**config.mk**
```make
export PLATFORM = sky130hd
export DESIGN_NAME = range_burst_sender_flat
export DESIGN_NICKNAME = d
export VERILOG_FILES = /design/src/rtl/range_burst_sender_pkg.sv /design/src/rtl/range_burst_sender_if.sv /design/src/rtl/range_burst_sender_fifo.sv /design/src/rtl/range_burst_sender.sv /design/src/flat_wrapper.sv
export SDC_FILE = /design/constraint.sdc
export NUM_CORES = 1
export LEC_CHECK = 0
export BUFFER_PORTS_ARGS = -buffer_cell sky130_fd_sc_hd__clkbuf_2
export CAP_MARGIN = 20
export CORE_MARGIN = 4
export CORE_UTILIZATION = 59
export CTS_CLUSTER_DIAMETER = 80
export DETAILED_ROUTE_END_ITERATION = 8
export PLACE_DENSITY = 0.78
export SLEW_MARGIN = 25
export SYNTH_ARGS = -nofsm -noshare
export SYNTH_HDL_FRONTEND = slang
export SYNTH_SLANG_ARGS = --single-unit
```
**constraint.sdc**
```tcl
create_clock -name clock -period 3.6 [get_ports clock]
set_clock_uncertainty 0.15 [all_clocks]
set_input_delay 0 -clock clock [delete_from_list [all_inputs] [get_ports clock]]
set_output_delay 0 -clock clock [all_outputs]
set_load 0.005 [all_outputs]
```
**src/rtl/range_burst_sender_pkg.sv**
```systemverilog
// range_pkg: shared types and helpers for the range burst sender.
//   sender_state_t : two-state burst FSM encoding (IDLE, SEND).
//   cnt_width()    : bits needed to hold an occupancy of 0..depth.
package range_pkg;

  typedef enum logic {
    IDLE = 1'b0,
    SEND = 1'b1
  } sender_state_t;

  // Width of an occupancy counter that must represent 0..depth inclusive.
  function automatic int cnt_width(input int depth);
    return $clog2(depth + 1);
  endfunction

endpackage

```
**src/rtl/range_burst_sender_if.sv**
```systemverilog
// range_burst_sender_if: producer-side and stream-side signals of the sender.
//   wr_data/wr_en : sample push from the producer
//   send          : burst request
//   data_out/go/finish : framed output stream
//   busy/full/empty/count/error : status
// master = producer/consumer side, slave = the sender itself.
interface range_burst_sender_if #(
  parameter int WIDTH = 16,
  parameter int DEPTH = 8
);
  localparam int CW = $clog2(DEPTH + 1);

  logic [WIDTH-1:0] wr_data;
  logic             wr_en;
  logic             send;
  logic [WIDTH-1:0] data_out;
  logic             go;
  logic             finish;
  logic             busy;
  logic             full;
  logic             empty;
  logic [CW-1:0]    count;
  logic             error;

  modport master (
    output wr_data, wr_en, send,
    input  data_out, go, finish, busy, full, empty, count, error
  );

  modport slave (
    input  wr_data, wr_en, send,
    output data_out, go, finish, busy, full, empty, count, error
  );
endinterface

```
**src/rtl/range_burst_sender_fifo.sv**
```systemverilog
// range_fifo: circular sample buffer with registered occupancy flags.
//   clock, reset (async active-low)
//   i_push/i_wr_data : write at tail; ignored when full at cycle start
//   i_pop/o_rd_data  : head word is visible combinationally, advanced by i_pop
//   o_count/o_full/o_empty : registered post-edge occupancy
module range_fifo
  import range_pkg::*;
#(
  parameter int WIDTH = 16,
  parameter int DEPTH = 8
) (
  input  logic                        clock,
  input  logic                        reset,
  input  logic                        i_push,
  input  logic                        i_pop,
  input  logic [WIDTH-1:0]            i_wr_data,
  output logic [WIDTH-1:0]            o_rd_data,
  output logic [cnt_width(DEPTH)-1:0] o_count,
  output logic                        o_full,
  output logic                        o_empty
);
  localparam int AW = $clog2(DEPTH);
  localparam int CW = cnt_width(DEPTH);

  logic [WIDTH-1:0] r_mem [DEPTH];
  logic [AW-1:0]    r_wr_ptr;
  logic [AW-1:0]    r_rd_ptr;
  logic [CW-1:0]    r_count;
  logic [CW-1:0]    w_count_nxt;
  logic             r_full;
  logic             r_empty;
  logic             w_push_ok;
  logic             w_pop_ok;

  // Full is judged on the registered flag, so a same-cycle pop never frees a slot.
  assign w_push_ok = i_push & ~r_full;
  assign w_pop_ok  = i_pop & ~r_empty;
  assign o_rd_data = r_mem[r_rd_ptr];
  assign o_count   = r_count;
  assign o_full    = r_full;
  assign o_empty   = r_empty;

  // Next occupancy from the accepted push/pop pair.
  always_comb begin
    w_count_nxt = r_count;
    case ({w_push_ok, w_pop_ok})
      2'b10:   w_count_nxt = r_count + CW'(1);
      2'b01:   w_count_nxt = r_count - CW'(1);
      default: w_count_nxt = r_count;
    endcase
  end

  // Storage array; contents need no reset because occupancy guards every read.
  always_ff @(posedge clock) begin
    if (w_push_ok) begin
      r_mem[r_wr_ptr] <= i_wr_data;
    end
  end

  // Pointers (wrap naturally at power-of-two DEPTH), count and flags.
  always_ff @(posedge clock or negedge reset) begin
    if (!reset) begin
      r_wr_ptr <= '0;
      r_rd_ptr <= '0;
      r_count  <= '0;
      r_full   <= 1'b0;
      r_empty  <= 1'b1;
    end else begin
      if (w_push_ok) r_wr_ptr <= r_wr_ptr + AW'(1);
      if (w_pop_ok)  r_rd_ptr <= r_rd_ptr + AW'(1);
      r_count <= w_count_nxt;
      r_full  <= (w_count_nxt == CW'(DEPTH));
      r_empty <= (w_count_nxt == '0);
    end
  end
endmodule

```
**src/rtl/range_burst_sender.sv**
```systemverilog
// range_burst_sender: buffers producer samples and replays them as one
// go/finish-framed burst per send request.
//   clock, reset (async active-low)
//   bus (slave modport): wr_data/wr_en push, send request, data_out/go/finish
//   stream, busy/full/empty/count/error status. All outputs are registered.
module range_burst_sender
  import range_pkg::*;
#(
  parameter int WIDTH = 16,
  parameter int DEPTH = 8
) (
  input  logic                 clock,
  input  logic                 reset,
  range_burst_sender_if.slave  bus
);
  localparam int CW = cnt_width(DEPTH);

  sender_state_t    r_state;
  sender_state_t    w_state_nxt;
  logic [CW-1:0]    r_len;
  logic [CW-1:0]    r_rem;
  logic [CW-1:0]    w_len_nxt;
  logic [CW-1:0]    w_rem_nxt;
  logic [WIDTH-1:0] r_data_out;
  logic [WIDTH-1:0] w_data_nxt;
  logic             r_go, w_go_nxt;
  logic             r_finish, w_finish_nxt;
  logic             r_busy, w_busy_nxt;
  logic             r_error, w_error_nxt;
  logic             w_pop;
  logic [WIDTH-1:0] w_head;
  logic [CW-1:0]    w_count;
  logic             w_full;
  logic             w_empty;

  range_fifo #(.WIDTH(WIDTH), .DEPTH(DEPTH)) u_fifo (
    .clock     (clock),
    .reset     (reset),
    .i_push    (bus.wr_en),
    .i_pop     (w_pop),
    .i_wr_data (bus.wr_data),
    .o_rd_data (w_head),
    .o_count   (w_count),
    .o_full    (w_full),
    .o_empty   (w_empty)
  );

  assign bus.data_out = r_data_out;
  assign bus.go       = r_go;
  assign bus.finish   = r_finish;
  assign bus.busy     = r_busy;
  assign bus.error    = r_error;
  assign bus.count    = w_count;
  assign bus.full     = w_full;
  assign bus.empty    = w_empty;

  // Next-state and next-output decode. r_rem counts words still to emit;
  // the burst's first word is the one emitted while r_rem still equals r_len.
  always_comb begin
    w_state_nxt  = r_state;
    w_len_nxt    = r_len;
    w_rem_nxt    = r_rem;
    w_pop        = 1'b0;
    w_data_nxt   = '0;
    w_go_nxt     = 1'b0;
    w_finish_nxt = 1'b0;
    w_busy_nxt   = r_busy;
    // A dropped push errors in any state; an empty send only errors in IDLE.
    w_error_nxt  = bus.wr_en & w_full;
    case (r_state)
      IDLE: begin
        w_busy_nxt = 1'b0;
        if (bus.send && !w_empty) begin
          w_state_nxt = SEND;
          w_len_nxt   = w_count;
          w_rem_nxt   = w_count;
          w_busy_nxt  = 1'b1;
        end else if (bus.send) begin
          w_error_nxt = 1'b1;
        end else begin
          w_state_nxt = IDLE;
        end
      end
      SEND: begin
        w_busy_nxt = 1'b1;
        if (r_rem != '0) begin
          w_pop        = 1'b1;
          w_data_nxt   = w_head;
          w_go_nxt     = (r_rem == r_len);
          w_finish_nxt = (r_rem == CW'(1));
          w_rem_nxt    = r_rem - CW'(1);
        end else begin
          // Cycle after finish: close the burst.
          w_busy_nxt  = 1'b0;
          w_state_nxt = IDLE;
        end
      end
      default: begin
        w_state_nxt = IDLE;
        w_busy_nxt  = 1'b0;
      end
    endcase
  end

  // State register and registered outputs.
  always_ff @(posedge clock or negedge reset) begin
    if (!reset) begin
      r_state    <= IDLE;
      r_len      <= '0;
      r_rem      <= '0;
      r_data_out <= '0;
      r_go       <= 1'b0;
      r_finish   <= 1'b0;
      r_busy     <= 1'b0;
      r_error    <= 1'b0;
    end else begin
      r_state    <= w_state_nxt;
      r_len      <= w_len_nxt;
      r_rem      <= w_rem_nxt;
      r_data_out <= w_data_nxt;
      r_go       <= w_go_nxt;
      r_finish   <= w_finish_nxt;
      r_busy     <= w_busy_nxt;
      r_error    <= w_error_nxt;
    end
  end
endmodule

```
**src/flat_wrapper.sv**
```systemverilog
// flat-port wrapper written by rule: the top's interface ports become plain ports
module range_burst_sender_flat import range_pkg::*;
#(
  parameter int WIDTH = 16,
  parameter int DEPTH = 8
)
  (clock, reset, bus_wr_data, bus_wr_en, bus_send, bus_data_out, bus_go, bus_finish, bus_busy, bus_full, bus_empty, bus_count, bus_error);
  range_burst_sender_if #(.WIDTH(WIDTH), .DEPTH(DEPTH)) bus_i ();
  input  logic clock;
  input  logic reset;
  input wire logic [$bits(bus_i.wr_data)-1:0] bus_wr_data;
  input wire logic [$bits(bus_i.wr_en)-1:0] bus_wr_en;
  input wire logic [$bits(bus_i.send)-1:0] bus_send;
  output wire logic [$bits(bus_i.data_out)-1:0] bus_data_out;
  output wire logic [$bits(bus_i.go)-1:0] bus_go;
  output wire logic [$bits(bus_i.finish)-1:0] bus_finish;
  output wire logic [$bits(bus_i.busy)-1:0] bus_busy;
  output wire logic [$bits(bus_i.full)-1:0] bus_full;
  output wire logic [$bits(bus_i.empty)-1:0] bus_empty;
  output wire logic [$bits(bus_i.count)-1:0] bus_count;
  output wire logic [$bits(bus_i.error)-1:0] bus_error;
  assign bus_i.wr_data = bus_wr_data;
  assign bus_i.wr_en = bus_wr_en;
  assign bus_i.send = bus_send;
  assign bus_data_out = bus_i.data_out;
  assign bus_go = bus_i.go;
  assign bus_finish = bus_i.finish;
  assign bus_busy = bus_i.busy;
  assign bus_full = bus_i.full;
  assign bus_empty = bus_i.empty;
  assign bus_count = bus_i.count;
  assign bus_error = bus_i.error;
  range_burst_sender #(.WIDTH(WIDTH), .DEPTH(DEPTH)) u_core (.clock(clock), .reset(reset), .bus(bus_i));
endmodule
```
==> results.cfg <==
[outcome]
status = completed

[synthesis]
ys_warn_count = 0
yosys-top-cells-area = edfxtp_1 59%, dfrtp_1 15%, mux4_2 11%
synth_top_cell_by_area = edfxtp_1
synth_top_cell_area_share = 0.587
syn_inst = 349
synth_ff_type = edfxtp_1
synth_cell_types = 39
synthesis.nets = 376
synthesis.area_um2 = 6550
postSynthAreaPerCell_um2 = 18.8
synth_seq_cells = 168
synth-edff-count = 128
synth-seq-area-share = 0.740
synthArstFlopShare = 0.238

[floorplan]
die-area_um2 = 12900
die_h_um = 113
start_util = 0.604
io_pins = 46
core-area_um2 = 10800
die_x_um = 113
rows = 38

[critical_path]
r2r_start = u_core.r_rem[0]
critical_path.max_stage_delay_ns = 0.44
crit_slowest_cell = dfrtp_1
cpMostUsedCell = ha_1
end_kind = register
crit_chain = inv_1 > ha_1 > a211oi_1 > buf_4 > ha_1 > or3b_4 > a2111oi_4 > o221ai_2 > nor3b_1
crit_type = reg -> reg
path_max_fanout = 6
critical_path_arrival_ns = 3.20
startpoint_type = register
crit_start = u_core.r_rem[0]
required_ns = 3.85

[global_route]
grt_pass1_vias = 3605
grtUsageTotal = 0.212
grt_antenna_before_repair = 0
grt.overflow.total = 0
grt_max_degree = 40
grt_pass1_wl_um = 19900

[pwr]
p_per_area_nw_per_um2 = 842
leakage_nw = 2.89
peakVddDrop_uv = 449

[sta]
fin_hold_ws_ns = 0.144
hold_viol = 0
period_share = 0.820
timing.final.crit_period_ns = 2.95
setup_ws_ns = 0.647
drv_slew = 0
slew_headroom = 0.274
worstMarginPinSlew_ns = 1.09
setup_tns_ns = 0
setup_violations = 0
rsz0062_at_grt = false
max_freq_mhz = 339

[cells_and_area]
diodes = 0
drive_above_1_share = 0.297
fin_util = 0.718
layout_common_cells = 128 x edfxtp_1, 44 x clkbuf_2, 37 x dfrtp_1, 32 x mux4_2, 30 x nor2_1
nNetsFinal = 458
final_common_cell = edfxtp_1
area_delta_synth_final_pct = 18.8

[place]
hpwl_um = 7220
io_buffers = 45
pre_cts_ws_ns = 0.681
globalplace.congestion = 0.790

[clock_tree]
cts-root-buf = clkbuf_8
cts.repair.resized = 0
cts_setup_buffers = 0
clk_latency_ns = 0.53
path_clk_slew_ns = 0.07
cts_sinks = 168
htreeDepth = 4
hold_buffers = 22
cts_inserted_buffers = 17
cts.path.max_buffers = 2
cts_tree = done

[run]
maxCapViolations = 0

[detailed_routing]
drtPass1Iterations = 5
route.detailed.drc = 0
num_vias = 3397
wl_per_cell_um = 21.2
wl_um = 12400
ant_nets = 0
viasPerCell = 5.82
drt_iter0_drc = 203

[worst_hold_path]
hp-start = bus_wr_data[13]
hold_path_class = in -> reg
logic make-up (layout without fill, tap and decap cells):
family	count (synthesis)	count (layout)	share of synthesized area
compound gates	15	15	0.0202
xor+xnor	12	12	0.0160
mux	54	54	0.144
buf+inv	23	118	0.0157
fa+ha+maj	7	7	0.0134
simple gates	70	70	0.0506
flops	168	168	0.740
flip-flops by register name, summed over array words and instances (netlist names):
register	flops
u_core.bus.data_out	16
u_core.bus.error	1
u_core.bus.finish	1
u_core.bus.go	1
u_core.r_len	4
u_core.r_rem	4
u_core.r_state	1
u_core.u_fifo.o_count	4
u_core.u_fifo.o_empty	1
u_core.u_fifo.o_full	1
u_core.u_fifo.r_mem	128
u_core.u_fifo.r_rd_ptr	3
u_core.u_fifo.r_wr_ptr	3
worst paths after layout:
kind                                                   end  cells past startpoint  slack [ns]
worst max-delay path                  u_core.u_fifo.o_full                      9        0.65
worst min-delay path            u_core.u_fifo.r_mem[3][13]                      2        0.14
worst max register to register        u_core.u_fifo.o_full                      9        0.65
worst min register to register   u_core.u_fifo.r_wr_ptr[2]                      1        0.35
max in group asynchronous        u_core.u_fifo.r_rd_ptr[0]                      4        2.68
min in group asynchronous            u_core.u_fifo.o_empty                      3        0.38
layer usage:
layer | share of wire | global-route usage | vias up
li1 | - | - | 1517
met1 | 0.39 | 0.271 | 1744
met2 | 0.53 | 0.363 | 117
met3 | 0.063 | 0.0476 | 19
met4 | 0.016 | 0.0729 | 0
met5 | 0 | 0 | -
final cells by class:
cell class	count	area, µm²
sequential	168	4850
fill	674	3060
multi-input combinational	158	1610
timing repair buffer	78	541
clock buffer	19	432
tap	140	175
clock inverter	13	144
inverter	8	30.0
metrics by stage:
| stage | total power, mW | area (µm²) | std cells |
|---|---|---|---|
| after CTS | 6.61 | 7780 | 584 |
| after floorplan | 4.23 | 6550 | 349 |
| after global placement | 4.75 | 6970 | 530 |
| after detailed placement | 4.83 | 6980 | 530 |
| after global routing | 6.92 | 7780 | 584 |
| final | 6.55 | 7780 | 584 |
report_power, final:
group,internal [mW],switching (mW)
Combinational,0.945,0.871
Sequential,2.56,0.439
Clock,1.01,0.729
Total,4.51,2.04
critical path: cells and delay by family, from the launching register on:
| kind | cells | cell delay [ns] |
|---|---|---|
| flops | 1 | 0.44 |
| fa+ha+maj | 2 | 0.53 |
| buf+inv | 2 | 0.29 |
| compound gates | 3 | 0.83 |
| simple gates | 2 | 0.60 |
cell usage after synthesis, types with 3 or more instances:
| library cell | n |
|---|---|
| clkbuf_1 | 7 |
| nand2_1 | 18 |
| nor3_1 | 5 |
| dfrtp_1 | 39 |
| mux2_2 | 3 |
| o21ai_0 | 3 |
| nor2_1 | 30 |
| buf_2 | 7 |
| xor2_1 | 3 |
| mux4_2 | 32 |
| ha_1 | 7 |
| edfxtp_1 | 128 |
| xnor2_1 | 9 |
| mux2i_1 | 19 |
| nand2b_1 | 4 |
| inv_1 | 8 |
Power figures use the tool's default switching activity.
